==> src/rtl/aes_inv_key_sched_128_pkg.sv <==
// Shared definitions for the AES-128 inverse key schedule: controller states,
// round count and the round-constant lookup.
package aes_inv_key_sched_128_pkg;

    typedef enum logic [1:0] {
        ST_IDLE   = 2'd0,
        ST_EXPAND = 2'd1,
        ST_EMIT   = 2'd2
    } ks_state_e;

    localparam logic [3:0] NUM_ROUNDS = 4'd10;

    // Round constant for round index 1..10; every other index yields zero.
    function automatic logic [7:0] rcon(input logic [3:0] r);
        logic [7:0] rc;
        case (r)
            4'd1:    rc = 8'h01;
            4'd2:    rc = 8'h02;
            4'd3:    rc = 8'h04;
            4'd4:    rc = 8'h08;
            4'd5:    rc = 8'h10;
            4'd6:    rc = 8'h20;
            4'd7:    rc = 8'h40;
            4'd8:    rc = 8'h80;
            4'd9:    rc = 8'h1b;
            4'd10:   rc = 8'h36;
            default: rc = 8'h00;
        endcase
        return rc;
    endfunction

endpackage

==> src/rtl/aes_rot_subword.sv <==
// SubWord(RotWord(x)) built from four S-box cells; byte 3 is the MSB.
module aes_rot_subword (
    input  logic [31:0] word_i,
    output logic [31:0] word_o
);

    logic [31:0] rot;

    assign rot = {word_i[23:0], word_i[31:24]};

    generate
        for (genvar gi = 0; gi < 4; gi++) begin : g_sbox
            aes_sbox u_sbox (
                .in_i  (rot[8*gi +: 8]),
                .out_o (word_o[8*gi +: 8])
            );
        end
    endgenerate

endmodule

==> src/rtl/aes_sbox.sv <==
// AES forward S-box cell: multiplicative inverse in GF(2^8) followed by the
// affine transform, all combinational.
module aes_sbox (
    input  logic [7:0] in_i,
    output logic [7:0] out_o
);

    function automatic logic [7:0] gf_mul(input logic [7:0] a, input logic [7:0] b);
        logic [7:0] p;
        logic [7:0] aa;
        p  = 8'h00;
        aa = a;
        for (int i = 0; i < 8; i++) begin
            if (b[i]) p = p ^ aa;
            aa = {aa[6:0], 1'b0} ^ (aa[7] ? 8'h1b : 8'h00);
        end
        return p;
    endfunction

    logic [7:0] inv;
    logic [7:0] sq;

    // x^254 is the inverse of x (and maps 0 to 0): product of x^(2^k), k=1..7.
    always_comb begin
        sq  = in_i;
        inv = 8'h01;
        for (int k = 1; k < 8; k++) begin
            sq  = gf_mul(sq, sq);
            inv = gf_mul(inv, sq);
        end
    end

    assign out_o = inv ^ {inv[6:0], inv[7]} ^ {inv[5:0], inv[7:6]}
                 ^ {inv[4:0], inv[7:5]} ^ {inv[3:0], inv[7:4]} ^ 8'h63;

endmodule

==> src/rtl/aes_inv_key_sched_128.sv <==
// AES-128 key schedule that expands the cipher key forward to round 10, then
// streams round keys 10..0 over a valid/ready handshake, one per cycle.
module aes_inv_key_sched_128 (
    input  logic         clk,
    input  logic         rst_n,
    input  logic         start,
    input  logic [127:0] key,
    output logic         busy,
    output logic [127:0] rk,
    output logic [3:0]   rk_round,
    output logic         rk_valid,
    input  logic         rk_ready,
    output logic         rk_last,
    output logic         done
);

    import aes_inv_key_sched_128_pkg::*;

    ks_state_e    state_q;
    logic [127:0] rk_q;
    logic [3:0]   round_q;
    logic         valid_q;
    logic         last_q;
    logic         done_q;
    logic         busy_q;

    logic [31:0]  a0, a1, a2, a3;
    logic [31:0]  sw_in, sw_out, rcon_word;
    logic [3:0]   rcon_idx;
    logic         emit_sel;
    logic [127:0] fwd_key_d, inv_key_d;
    logic [31:0]  w4, w5, w6, w7;
    logic [31:0]  b0, b1, b2, b3;

    assign a0 = rk_q[127:96];
    assign a1 = rk_q[95:64];
    assign a2 = rk_q[63:32];
    assign a3 = rk_q[31:0];

    // The single S-box word unit sees w3 while expanding and a3^a2 while emitting.
    assign emit_sel  = (state_q == ST_EMIT);
    assign sw_in     = emit_sel ? (a3 ^ a2) : a3;
    assign rcon_idx  = emit_sel ? round_q : 4'(round_q + 4'd1);
    assign rcon_word = {rcon(rcon_idx), 24'h000000};

    aes_rot_subword u_rot_subword (
        .word_i (sw_in),
        .word_o (sw_out)
    );

    assign w4 = a0 ^ sw_out ^ rcon_word;
    assign w5 = w4 ^ a1;
    assign w6 = w5 ^ a2;
    assign w7 = w6 ^ a3;
    assign fwd_key_d = {w4, w5, w6, w7};

    assign b3 = a3 ^ a2;
    assign b2 = a2 ^ a1;
    assign b1 = a1 ^ a0;
    assign b0 = a0 ^ sw_out ^ rcon_word;
    assign inv_key_d = {b0, b1, b2, b3};

    always_ff @(posedge clk or negedge rst_n) begin
        if (!rst_n) begin
            state_q <= ST_IDLE;
            rk_q    <= '0;
            round_q <= '0;
            valid_q <= 1'b0;
            last_q  <= 1'b0;
            done_q  <= 1'b0;
            busy_q  <= 1'b0;
        end else begin
            done_q <= 1'b0;
            case (state_q)
                ST_IDLE: begin
                    // Holding off start during the done pulse keeps start and done disjoint.
                    if (start && !done_q) begin
                        rk_q    <= key;
                        round_q <= 4'd0;
                        busy_q  <= 1'b1;
                        state_q <= ST_EXPAND;
                    end
                end
                ST_EXPAND: begin
                    rk_q    <= fwd_key_d;
                    round_q <= 4'(round_q + 4'd1);
                    if (round_q == NUM_ROUNDS - 4'd1) begin
                        valid_q <= 1'b1;
                        last_q  <= 1'b0;
                        state_q <= ST_EMIT;
                    end
                end
                ST_EMIT: begin
                    if (rk_ready) begin
                        if (round_q == 4'd0) begin
                            valid_q <= 1'b0;
                            last_q  <= 1'b0;
                            busy_q  <= 1'b0;
                            done_q  <= 1'b1;
                            state_q <= ST_IDLE;
                        end else begin
                            rk_q    <= inv_key_d;
                            round_q <= 4'(round_q - 4'd1);
                            last_q  <= (round_q == 4'd1);
                        end
                    end
                end
                default: begin
                    valid_q <= 1'b0;
                    last_q  <= 1'b0;
                    busy_q  <= 1'b0;
                    state_q <= ST_IDLE;
                end
            endcase
        end
    end

    assign busy     = busy_q;
    assign rk       = rk_q;
    assign rk_round = round_q;
    assign rk_valid = valid_q;
    assign rk_last  = last_q;
    assign done     = done_q;

endmodule

==> config.mk <==
export PLATFORM = sky130hd
export DESIGN_NAME = aes_inv_key_sched_128
export DESIGN_NICKNAME = d
export VERILOG_FILES = /design/src/rtl/aes_inv_key_sched_128_pkg.sv /design/src/rtl/aes_rot_subword.sv /design/src/rtl/aes_sbox.sv /design/src/rtl/aes_inv_key_sched_128.sv
export SDC_FILE = /design/constraint.sdc
export NUM_CORES = 2
export LEC_CHECK = 0
export BUFFER_PORTS_ARGS = -buffer_cell sky130_fd_sc_hd__buf_2
export CELL_PAD_IN_SITES_DETAIL_PLACEMENT = 1
export CELL_PAD_IN_SITES_GLOBAL_PLACEMENT = 2
export CORE_MARGIN = 2
export CORE_UTILIZATION = 40
export DETAILED_ROUTE_END_ITERATION = 12
export GPL_ROUTABILITY_DRIVEN = 0
export GPL_TIMING_DRIVEN = 0
export PLACE_DENSITY_LB_ADDON = 0.05
export SLEW_MARGIN = 20
export SYNTH_ARGS = -nofsm -noshare
export SYNTH_HDL_FRONTEND = slang
export SYNTH_SLANG_ARGS = --single-unit
==> constraint.sdc <==
create_clock -name clk -period 59.8 [get_ports clk]
set_clock_uncertainty 0.05 [all_clocks]
set_input_delay 2.99 -clock clk [delete_from_list [all_inputs] [get_ports clk]]
set_output_delay 2.99 -clock clk [all_outputs]
set_load 0.05 [all_outputs]
Yosys cells after proc, flatten, opt, wreduce, memory -nomap -nowiden
Memories as Yosys holds them, arrays and structs flattened.
Index checks and enable logic that the tools add are counted.
{"block": "word_totals", "reg_bits": 138, "romBits": 128, "in_bits": 132, "output_inout_bits": 136, "word_cells": 1655, "memories": 1}
{"memory": "(name not given)", "depth": 16, "width": 8, "read_ports": 1, "rd_clocked_by_memory_dff": 0, "wr": 0, "line_no": "aes_inv_key_sched_128_pkg.sv:16", "text": "case (r)"}
{"block": "classes", "n_addsub": 2, "n_eq_ne": 9, "n_mux": 840, "bitwise": 786, "n_reduce_logical": 10}
{"operator": "2-to-1 mux 8 bit", "count": 420}
{"operator": "XOR 8 bit", "count": 380}
{"operator": "XOR 8 x 5 -> 8 bit", "count": 364}
{"operator": "2-to-1 mux 5 bit", "count": 368}
{"operator": "2-to-1 mux 128 bit", "count": 3}
{"operator": "one-hot mux 128 bit (3 select lines)", "count": 1}
{"operator": "XOR 32 bit", "count": 8}
{"operator": "2-to-1 mux 32 bit", "count": 1}
{"operator": "2-to-1 mux 4 bit", "count": 8}
{"operator": "2-to-1 mux 7 bit", "count": 4}
{"operator": "inverter 1 bit, first input constant", "count": 28}
{"operator": "2-to-1 mux 6 bit", "count": 4}
{"operator": "2-to-1 mux 2 bit", "count": 8}
{"operator": "inverter 4 bit", "count": 4}
{"operator": "AND reduction 4 bit", "count": 4}
{"operator": "2-to-1 mux 1 bit", "count": 14}
{"operator": "2-to-1 mux 3 bit", "count": 4}
{"operator": "one-hot mux 4 bit (3 select lines)", "count": 1}
{"operator": "one-hot mux 1 bit (3 select lines)", "count": 3}
{"operator": "!= test 2 bit, second input constant", "count": 4}
{"operator": "one-hot mux 2 bit (3 select lines)", "count": 1}
{"operator": "adder 4 x 1 -> 4 bit, second input constant", "count": 1}
{"operator": "equality test 4 x 1 -> 1 bit, second input constant", "count": 1}
{"operator": "equality test 4 bit, second input constant", "count": 1}
{"operator": "11 further kinds", "count": 12}

Depth between registers and ports, before layout
{"block": "logic_depth", "depth_word": 140, "depth_mapped": 88, "ltp_nobuf": 64}

Modules after synthesis
A second synthesis with hierarchy kept.
{"block": "hier_totals", "hier_cells": 9069, "hier_area_um2": 71404.7}
{"mod": "aes_sbox", "n_inst": 4, "cells_per_inst": 1942, "area_each_um2": 15220.8, "seq_area_each_um2": 0.0}
{"mod": "aes_inv_key_sched_128", "n_inst": 1, "cells_per_inst": 1301, "area_each_um2": 10521.3, "seq_area_each_um2": 3453.3}

Worst setup path after synthesis
OpenSTA, ideal clock, no wires.
{"block": "synth_timing", "path_kind": "flip-flop to flip-flop", "from": "register state_q[0]", "to": "register rk_q[38] (netlist: rk[38])", "setup_time_ns": 0.124, "arrival_ns": 18.885, "required_time_ns": 59.626, "slack_ns": 40.741, "path_stages_with_launch": 84, "path_buffers": 22, "synth_period_minus_slack_ns": 19.059, "cell_sequence": "dfrtp_1 -> inv_1 -> ha_1 -> buf_4 -> buf_6 -> buf_8 -> buf_6 -> buf_6 -> buf_6 -> buf_6 -> buf_6 -> buf_6 -> buf_6 -> buf_6 -> buf_6 -> buf_2 -> clkbuf_1 -> clkbuf_1 -> [... 48 more ...] -> xnor3_1 -> xnor2_1 -> xnor2_2 -> xnor2_4 -> xor2_2 -> xor2_2 -> nand2_1 -> xor2_1 -> xnor3_1 -> xor2_1 -> xnor2_1 -> xor2_1 -> xor2_1 -> xor2_1 -> xnor2_1 -> mux2_1 -> a22oi_1 -> o21ai_1"}
{"block": "synth_between", "elab_chain_len": 136, "word_cells_on_any_way": 404, "classes_between": "5 x eq/ne; 205 x mux; 191 x bitwise; 3 x reduce/logical"}
{"element": "start: declaration", "line_no": "aes_inv_key_sched_128.sv:19", "text": "ks_state_e state_q;"}
{"element": "start signal: assignment", "line_no": "aes_inv_key_sched_128.sv:65", "text": "state_q <= ST_IDLE;"}
{"element": "start signal: assignment", "line_no": "aes_inv_key_sched_128.sv:81", "text": "state_q <= ST_EXPAND;"}
{"element": "start signal: assignment", "line_no": "aes_inv_key_sched_128.sv:90", "text": "state_q <= ST_EMIT;"}
{"element": "equality test 2 bit", "line_no": "aes_inv_key_sched_128.sv:41, aes_inv_key_sched_128.sv:74"}
{"element": "2-to-1 mux 32 bit", "line_no": "aes_inv_key_sched_128.sv:42", "text": "assign sw_in = emit_sel ? (a3 ^ a2) : a3;"}
{"element": "2-to-1 mux 5 bit", "line_no": "aes_sbox.sv:15", "text": "aa = {aa[6:0], 1'b0} ^ (aa[7] ? 8'h1b : 8'h00);"}
{"element": "XOR 8 x 5 -> 8 bit", "line_no": "aes_sbox.sv:15"}
{"element": "XOR 8 bit", "line_no": "aes_sbox.sv:14", "text": "if (b[i]) p = p ^ aa;"}
{"element": "2-to-1 mux 8 bit", "line_no": "aes_sbox.sv:14"}
{"element": "XOR 8 bit", "line_no": "aes_sbox.sv:14"}
{"element": "2-to-1 mux 8 bit", "line_no": "aes_sbox.sv:14"}
{"element": "[... 117 more ...]"}
{"element": "2-to-1 mux 8 bit", "line_no": "aes_sbox.sv:14"}
{"element": "XOR 8 bit (2 in series)", "line_no": "aes_sbox.sv:33", "text": "assign out_o = inv ^ {inv[6:0], inv[7]} ^ {inv[5:0], inv[7:6]}"}
{"element": "XOR 8 bit (2 in series)", "line_no": "aes_sbox.sv:34", "text": "^ {inv[4:0], inv[7:5]} ^ {inv[3:0], inv[7:4]} ^ 8'h63;"}
{"element": "inverter 4 bit (no source line)"}
{"element": "XOR 32 bit (2 in series)", "line_no": "aes_inv_key_sched_128.sv:51", "text": "assign w4 = a0 ^ sw_out ^ rcon_word;"}
{"element": "XOR 32 bit", "line_no": "aes_inv_key_sched_128.sv:52", "text": "assign w5 = w4 ^ a1;"}
{"element": "XOR 32 bit", "line_no": "aes_inv_key_sched_128.sv:53", "text": "assign w6 = w5 ^ a2;"}
{"element": "one-hot mux 128 bit (3 select lines)", "line_no": "aes_inv_key_sched_128.sv:74", "text": "case (state_q)"}
{"element": "end signal: assignment", "line_no": "aes_inv_key_sched_128.sv:78", "text": "rk_q <= key;"}
{"element": "end signal: assignment", "line_no": "aes_inv_key_sched_128.sv:85", "text": "rk_q <= fwd_key_d;"}
{"element": "end signal: assignment", "line_no": "aes_inv_key_sched_128.sv:102", "text": "rk_q <= inv_key_d;"}
{"element": "end: declaration", "line_no": "aes_inv_key_sched_128.sv:20", "text": "logic [127:0] rk_q;"}
Parallel ways exist; a longest one is shown, timed or not.
A chain may end at the register's enable or synchronous reset.

Worst setup path after layout
{"block": "layout_timing", "from": "register state_q[0]", "to": "register rk_q[66] (netlist: rk[66])"}
{"block": "layout_between", "elab_chain_len": 134, "word_cells_on_any_way": 402, "classes_between": "5 x eq/ne; 205 x mux; 189 x bitwise; 3 x reduce/logical"}
{"element": "equality test 2 bit", "line_no": "aes_inv_key_sched_128.sv:41, aes_inv_key_sched_128.sv:74"}
{"element": "2-to-1 mux 32 bit", "line_no": "aes_inv_key_sched_128.sv:42"}
{"element": "2-to-1 mux 5 bit, or another cell as far along", "line_no": "aes_sbox.sv:15"}
{"element": "XOR 8 x 5 -> 8 bit / XOR 8 bit (equally long branches)", "line_no": "aes_sbox.sv:15, aes_sbox.sv:14"}
{"element": "XOR 8 bit / 2-to-1 mux 8 bit (equally long branches)", "line_no": "aes_sbox.sv:14"}
{"element": "2-to-1 mux 8 bit / XOR 8 bit (equally long branches)", "line_no": "aes_sbox.sv:14"}
{"element": "XOR 8 bit / 2-to-1 mux 8 bit (equally long branches)", "line_no": "aes_sbox.sv:14"}
{"element": "2-to-1 mux 8 bit / XOR 8 bit (equally long branches)", "line_no": "aes_sbox.sv:14"}
{"element": "[... 115 more ...]"}
{"element": "2-to-1 mux 8 bit", "line_no": "aes_sbox.sv:14"}
{"element": "XOR 8 bit", "line_no": "aes_sbox.sv:14"}
{"element": "2-to-1 mux 8 bit", "line_no": "aes_sbox.sv:14"}
{"element": "XOR 8 bit (2 in series)", "line_no": "aes_sbox.sv:33"}
{"element": "XOR 8 bit (2 in series)", "line_no": "aes_sbox.sv:34"}
{"element": "XOR 32 bit (2 in series)", "line_no": "aes_inv_key_sched_128.sv:51"}
{"element": "XOR 32 bit", "line_no": "aes_inv_key_sched_128.sv:52"}
{"element": "one-hot mux 128 bit (3 select lines)", "line_no": "aes_inv_key_sched_128.sv:74"}
Parallel ways exist; a longest one is shown, timed or not.

==> impl_metrics.yaml <==
drt:
  dr.pass1.iters: 6
  drtIter0Drc: 5612
  post_drt_via_cell_ratio: 5.979
  remaining_drc_errors: 0
  drt-wirelength-per-cell_um: 25.46
  via_count: 71930
  drt-total-wl_um: 306300
  ant_nets: 0
timing:
  fin_crit_sh_pct: 47.46
  hold_viol_final: 0
  finalCriticalPeriod_ns: 28.38
  tns_ns: 0
  rsz0062_at_grt: "no"
  setup_violations: 0
  max_freq_ghz: 0.03524
  worst_pin_slew_ns: 1.154
  slew_headroom_pct: 22.53
  finalMaxSlewViolations: 0
logic_synthesis:
  synth_fp_nets: 9554
  synth-async-reset-ratio_pct: 100.0
  synth_area_um2: 68850
  synth_compound_area_share_pct: 20.20
  synth.yosys.seq_area_share_pct: 5.016
  synth_area_per_cell_um2: 7.332
  synthFlopType: "dfrtp_1"
  synth_top_family_by_area: "XOR/XNOR gates"
  yosys.area.top_type: "xnor2_1"
  synth_fa_ha_area_share_pct: 0.5633
  ys_ff_latch: 138
  synth_xor_area_share_pct: 44.76
  synth.area.top_cells: "xnor2_1, xnor3_1, nor2_1"
  synthesis.instances: 9391
  synth_simple_gate_area_share_pct: 19.80
  ys_warn_count: 0
  synth_edf_count: 0
  synth_cell_types: 125
  synth.top_cell.area_share_pct: 22.64
  synth_mux_area_share_pct: 4.274
layout:
  final_cell_mix: "xnor2_1, nor2_1, nand2_1"
  syn2layout_area_growth_pct: 7.440
  mostFrequentLayoutCell: "xnor2_1"
  nNetsFinal: 9842
  fillCellCount: 21830
  drive_gt1_share_pct: 8.863
flow_run:
  maxCapViolations: 0
clock_network:
  cts_tree: "built"
  hold_buffers: 0
  cts_buffers: 17
  clock_latency_ns: 0.48
  cts_setup_buffers: 0
  post_cts_resized: 0
  clk_path_buf_depth: 2
  clock_tree.root_cell: "clkbuf_16"
  clk_pin_slew_ns: 0.07
  h-tree-depth: 4
  clkSinkCount: 138
placement:
  portBuffers: 267
  place_hpwl_um: 241900
worst_setup_path:
  critPathLaunchType: "flop"
  crit_fanout: 11
  slowest_delay_ns: 0.90
  crit_top_cell: "xnor2_1"
  ff2ff_setup_slack_ns: 31.42
  endpoint_kind: "flop"
  cp_data_required_time_ns: 60.10
  crit_slowest_cell: "xnor2_1"
  path_class: "reg2reg"
  critPathArrivalTime_ns: 28.68
global_route:
  grt_use_met3_pct: 3.821
  grt_pass1_wl_um: 459700
  gr-total-overflow: 0
  grt_util_all_layers_pct: 33.52
  busiest_layer: "met2"
  first_global_vias: 72360
  grtUsageMet1_pct: 42.91
  grt_max_degree: 78
  gr-usage-met2_pct: 56.79
  antenna_found_initial: 20
floorplanning:
  die_h_um: 418.9
  die_x_um: 418.9
  die_area_um2: 175500
  core_area_um2: 171400
  pin_count: 268
  rows: 152
  start_util_pct: 40.18
run_status:
  status: "completed"
min_path:
  hold_path_class: "reg2reg"
## synth_stat cells (120+ instances only)
master    instances
nor2_1         1315
mux2i_1         217
nand2b_1        120
dfrtp_1         138
o21ai_0         527
inv_1           121
a21oi_1         543
nand3_1         177
xnor2_1        1780
nand2_1         887
o22ai_1         188
nor3_1          276
xor2_1          526
xnor3_1         279
clkbuf_1        442
## through the flow
step                      hold slack (ns)  instance area [um^2]  cells  setup WS [ns]  utilization (%)
after CTS                          0.5088                 73860  12000          32.16            43.11
final                              0.5143                 73970  12030          31.42            43.17
after global placement             0.4787                 73080  11970          32.76            42.65
after floorplan                    0.4502                 68850   9391          40.74                -
after detailed placement           0.4926                 73230  11970          32.31            42.74
after global routing               0.5144                 73950  12020          30.18            43.16
## layer usage
layer / vias up / part of all wire [%]
li1: 33040 / -
met1: 36190 / 42
met2: 2172 / 48
met3: 526 / 5.2
met4: 6 / 4.6
met5: - / 0.012
## logic make-up (layout without fill, tap and decap cells)
| logic type | Yosys count | in the layout |
|---|---|---|
| buf+inv | 843 | 1144 |
| other cells | 0 | 29 |
| mux | 280 | 280 |
| fa+ha+maj | 31 | 31 |
| simple gates | 3126 | 3126 |
| xor+xnor | 2807 | 2807 |
| flops | 138 | 138 |
| compound gates | 2166 | 2166 |
## state kept, by name, indices dropped and copies added (netlist names)
register	count
done	1
rk	128
rk_last	1
rk_valid	1
rk_round	4
busy	1
state_q	2
## critical path: cells and delay by family (launching register included)
kind            cells  cell delay [ns]
flops               1             0.42
compound gates     10             2.43
fa+ha+maj           4             1.37
xor+xnor           24            10.45
buf+inv            31            10.98
simple gates        9             1.47
mux                 4             0.99
## area by class of cell
cell class	instances	area, um^2	share of cell area, %
multi-input cells	8410	61830	83.58
flip-flops and latches	138	3453	4.668
plain buffers	692	3141	4.245
well taps	2310	2890	3.907
repair buffers	269	1385	1.872
inverters	151	571.8	0.7730
clock buffers	19	442.9	0.5988
clock inverters	13	190.2	0.2571
diodes	29	72.57	0.09810
## path summary, 6_finish.rpt
path	start	to	cells past startpoint
max	state_q[0]$_DFFE_PN0P_	rk[66]$_DFFE_PN0P_	82
min	state_q[0]$_DFFE_PN0P_	state_q[0]$_DFFE_PN0P_	2
max reg2reg	state_q[0]$_DFFE_PN0P_	rk[66]$_DFFE_PN0P_	82
min reg2reg	state_q[0]$_DFFE_PN0P_	state_q[0]$_DFFE_PN0P_	2
max in group asynchronous	rst_n	rk[102]$_DFFE_PN0P_	2
min in group asynchronous	rst_n	done$_DFF_PN0_	1
Power is left out: the tool's default activity adds up to more than one toggle a clock period on the data nets, which glitch-free logic cannot reach.
